`src/rtl/regfile_uart_dump.sv`:
```
// Serial dump engine: walks register-file addresses 0..NREGS-1, turns each value
// into two uppercase ASCII hex characters and sends the line over 8N1 UART.
module regfile_uart_dump #(
  parameter int CLKS_PER_BIT = 434,
  parameter int NREGS        = 8,
  parameter int AW           = 3,
  parameter int DW           = 8
) (
  input  logic          clk,
  input  logic          rst,
  input  logic          start,
  output logic [AW-1:0] ra,
  input  logic [DW-1:0] rd,
  output logic          uart_txd,
  output logic          busy,
  output logic          done
);

  typedef enum logic [1:0] {IDLE, FETCH, SEND, DONE} state_t;

  localparam int            CW   = $clog2(CLKS_PER_BIT);
  localparam logic [AW-1:0] LAST = AW'(NREGS - 1);

  function automatic logic [7:0] hex_char(input logic [3:0] n);
    return (n < 4'd10) ? 8'h30 + {4'h0, n} : 8'h37 + {4'h0, n};
  endfunction

  state_t        state, state_next;
  logic [CW-1:0] clk_cnt;
  logic [3:0]    bit_idx;   // 0 = start, 1..8 = data, 9 = stop
  logic [1:0]    char_idx;  // 0 = high nibble, 1 = low nibble, 2..3 = separator
  logic [AW-1:0] idx;
  logic [7:0]    val;
  logic [7:0]    shift;
  logic          txd;
  logic          bit_end;
  logic          frame_end;
  logic          last_char;
  logic [7:0]    next_char;

  assign ra       = idx;
  assign uart_txd = txd;

  // NOTE: every signal written in a combinational block gets a default first,
  // so no path through the case statement can leave it unassigned (no latch).
  always_comb begin
    state_next = state;
    busy       = (state != IDLE);
    done       = (state == DONE);
    bit_end    = (state == SEND) && (clk_cnt == CW'(CLKS_PER_BIT - 1));
    frame_end  = bit_end && (bit_idx == 4'd9);
    last_char  = (char_idx == 2'd3) || ((char_idx == 2'd2) && (idx != LAST));
    next_char  = 8'h0A;
    case (char_idx)
      2'd0:    next_char = hex_char(val[3:0]);
      2'd1:    next_char = (idx == LAST) ? 8'h0D : 8'h20;
      default: next_char = 8'h0A;
    endcase
    case (state)
      IDLE:    if (start) state_next = FETCH;
      FETCH:   state_next = SEND;
      SEND:    if (frame_end && last_char) state_next = (idx == LAST) ? DONE : FETCH;
      DONE:    state_next = IDLE;
      default: state_next = IDLE;
    endcase
  end

  // NOTE: sequential state uses non-blocking assignments so every flop samples
  // the pre-edge values of the others, independent of statement order.
  always_ff @(posedge clk) begin
    if (rst) state <= IDLE;
    else     state <= state_next;
  end

  always_ff @(posedge clk) begin
    if (rst) begin
      clk_cnt  <= '0;
      bit_idx  <= '0;
      char_idx <= '0;
      idx      <= '0;
      val      <= '0;
      shift    <= '0;
      txd      <= 1'b1;
    end else begin
      case (state)
        IDLE: begin
          if (start) idx <= '0;
        end
        FETCH: begin
          // The captured value feeds both hex characters of this register.
          val      <= rd[7:0];
          shift    <= hex_char(rd[7:4]);
          char_idx <= '0;
          bit_idx  <= '0;
          clk_cnt  <= '0;
          txd      <= 1'b0;
        end
        SEND: begin
          if (bit_end) begin
            clk_cnt <= '0;
            if (bit_idx == 4'd9) begin
              if (!last_char) begin
                shift    <= next_char;
                char_idx <= char_idx + 2'd1;
                bit_idx  <= '0;
                txd      <= 1'b0;
              end else if (idx != LAST) begin
                idx <= idx + AW'(1);
              end
            end else begin
              bit_idx <= bit_idx + 4'd1;
              if (bit_idx == 4'd8) begin
                txd <= 1'b1;
              end else begin
                txd   <= shift[0];
                shift <= {1'b0, shift[7:1]};
              end
            end
          end else begin
            clk_cnt <= clk_cnt + CW'(1);
          end
        end
        default: ;
      endcase
    end
  end

endmodule

```
`config.mk`:
```
export PLATFORM = sky130hd
export DESIGN_NAME = regfile_uart_dump
export DESIGN_NICKNAME = d
export VERILOG_FILES = /design/src/rtl/regfile_uart_dump.sv
export SDC_FILE = /design/constraint.sdc
export NUM_CORES = 1
export LEC_CHECK = 0
export CAP_MARGIN = 20
export CORE_ASPECT_RATIO = 1.25
export CORE_MARGIN = 8
export CORE_UTILIZATION = 58
export CTS_CLUSTER_SIZE = 25
export DETAILED_ROUTE_END_ITERATION = 12
export GPL_ROUTABILITY_DRIVEN = 0
export PLACE_DENSITY = 0.8
export SLEW_MARGIN = 20
export SYNTH_ARGS = -nofsm -noshare
export SYNTH_HDL_FRONTEND = slang
export SYNTH_SLANG_ARGS = --single-unit
```
`constraint.sdc`:
```
create_clock -name clk -period 3 [get_ports clk]
set_clock_uncertainty 0.05 [all_clocks]
set_input_delay 0.75 -clock clk [delete_from_list [all_inputs] [get_ports clk]]
set_output_delay 0.75 -clock clk [all_outputs]
set_load 0.005 [all_outputs]
```
==> metrics.yaml <==
status: "finished clean"
finalHoldViolCount: 0
max_freq_ghz: 0.407
hp-start: "uart_txd"
coreArea_sq_um: 3480
tightest_slew_ps: 652
power_density_nw_per_um2: 702
drc: 0
crit_fanout: 17
clk_pin_slew_ps: 70
cts_tree: "built"
cts.sinks: 32
ys_top_cells_by_area: "dfxtp_1 (31%), ha_1 (10%), nor2_1 (3.9%), xnor2_1 (2.9%), mux2i_1 (2.9%)"
cp.arrival_ps: 2580
synth_seq_cells: 32
cp_num_buf_inv: 2
cts_hold_buf: 0
ys.flop_type: "dfxtp_1"
crit_type: "flip-flop to flip-flop"
drt_wl_total_um: 4730
endpoint_kind: "flip-flop"
slowest_delay_ps: 560
clockBufferDepth: 2
placementRows: 24
synth_edf_count: 0
min_delay_path_depth: 1
slew_headroom: 0.564
first_pass_iters: 4
regToRegStartpoint: "state[0]"
grt_overflow_total: 0
start_util: 0.602
fillers: 303
avgViaCountPerCell: 6.32
startpoint_type: "flip-flop"
insertion_delay_ps: 280
dp_hpwl_um: 3470
synth.distinct_cells: 55
dr_total_vias: 1909
min_path_type: "flip-flop to flip-flop"
grt_pass1_vias: 1704
cts_setup_buffers: 0
grt_usage: 0.157
grt_max_degree: 25
htree_levels: 2
critPathSlowestCell: "ha_1"
port_buffers: 16
period_share: 0.818
yosysWarningCount: 0
worstHoldEndpoint: "uart_txd"
regToRegSetupSlack_ps: 540
num_antenna_cells: 0
fin_crit_ps: 2460
wl_per_cell_um: 15.7
cp.required_ps: 3130
final_cells: 302
path_cells: "inv_1 -> ha_1 -> clkinv_1 -> a2111oi_0 -> nor3_1 -> mux2_2"
ir_worst_vdd_v: 0.000519
die_h_um: 83.2
fin_nets: 291
synthArstFlopShare: 0
synth.avg_cell_area_sq_um: 8.48
syn_inst: 247
grt_pass1_wl_um: 7720
detail-route-antenna-nets: 0
dieArea_sq_um: 5800
drt_iter0_markers: 160
dp_cells: 295
synth.yosys.seq_area_share: 0.306
critical-path-top-delay-family: "adder cells"
fp.dieW_um: 69.8
antenna_found_initial: 0
syn_nets: 275
setup_viol: 0
cts.repair.resized: 0
synthesis.area_sq_um: 2100
drive_gt1_frac: 0.0722
p_leak_nw: 0.881
drv_cap: 0
numCtsBuffers: 5
setup_tns_ps: 0
synth_top_cell_area_share: 0.306
report.final.slew_viol_count: 0
root_buffer: "clkbuf_8"
grt_setup_unrepaired: "no"
synth_top_cell_by_area: "dfxtp_1"
rr_worst_depth: 6
rr_endpoint: "shift[5]"
synthToLayoutAreaGrowth_pct: 13.9
ioPinCount: 17
[cells in the mapped netlist, types with 4 or more instances]
master    instances
a211oi_1          5
a21oi_1          11
clkbuf_1          8
dfxtp_1          32
ha_1             17
inv_1            15
mux2i_1           6
nand2_1          13
nand3_1           5
nand4_1           8
nor2_1           22
nor2b_1           7
nor3_1            9
o211ai_1          6
o21ai_0           6
o31ai_1           4
o41ai_1           4
or4_1             4
xnor2_1           7
[flip-flops by register name, summed over array words and instances (netlist names)]
signal,count
uart_txd,1
state,2
val,4
bit_idx,4
char_idx,2
clk_cnt,9
shift,7
ra,3
[power breakdown]
group	internal (mW)	leakage, nW	switching, mW
sequential	0.519	0.260	0.0753
combinational	0.319	0.570	0.409
clock	0.204	0.0503	0.148
[per-layer routing]
layer  wire (um)  GRT usage  up-vias
li1            -          -      953
met1        2070      0.176      890
met2        2280      0.271       56
met3         284     0.0417       10
met4          95     0.0678        0
met5           0          0        -
[cell families after synthesis]
group / Yosys count / share of synthesized area
simple gates: 85 / 0.228
fa+ha+maj: 17 / 0.101
xor+xnor: 10 / 0.0418
compound gates: 67 / 0.232
mux: 8 / 0.0394
buf+inv: 28 / 0.0513
flops: 32 / 0.306
[through the flow]
stage	utilization	worst slack (ps)	power, mW	area (sq um)	hold WS (ps)
after global routing	0.685	357	1.79	2390	444
final	0.685	545	1.68	2390	410
after global placement	0.658	521	1.32	2290	404
after detailed placement	0.658	408	1.33	2290	404
after floorplan	-	883	1.12	2100	411
after CTS	0.685	557	1.69	2390	416
[worst max-delay path by stage]
stage	start	endpoint	slack [ps]	depth (start not counted)
after detailed placement	rd[5]	shift[2]	410	7
after floorplan	state[0]	char_idx[1]	880	8
after CTS	state[0]	shift[5]	560	6
after global placement	rd[5]	shift[2]	520	7
final	state[0]	shift[5]	540	6
after global routing	state[0]	shift[5]	360	6
[worst reg2reg max path, stage by stage (launching register included)]
cell and delay, ps:
dfxtp_1 340, inv_1 110, ha_1 560, clkinv_1 440, a2111oi_0 470, nor3_1 100, mux2_2 270
[final cells by class]
type / instances / area, sq um / area share
clock buffers: 7 / 96.3 / 0.0404
flip-flops and latches: 32 / 641 / 0.268
inverters: 17 / 63.8 / 0.0267
repair buffers: 20 / 190 / 0.0797
multi-input cells: 187 / 1350 / 0.564
well taps: 39 / 48.8 / 0.0204
[cells in the final DEF, fill, tap and decap left out, types with 2 or more instances in the layout]
master	n
dfxtp_1	32
nor2_1	22
ha_1	17
clkdlybuf4s50_1	16
inv_1	15
nand2_1	13
a21oi_1	11
nor3_1	9
nand4_1	8
nor2b_1	7
xnor2_1	7
clkbuf_8	7
o211ai_1	6
mux2i_1	6
o21ai_0	6
nand3_1	5
a211oi_1	5
o31ai_1	4
or4_1	4
o41ai_1	4
buf_4	4
nand2b_1	3
a31oi_1	3
a21o_1	3
xor2_1	3
and4b_1	3
clkinv_1	2
nand3b_1	2
a2bb2oi_1	2
or3_1	2
o2111ai_1	2
a31o_2	2
a2111oi_0	2
mux2_2	2
a311oi_1	2
a21boi_0	2
a41oi_1	2
Note: power is estimated with default switching activity, not from simulation.
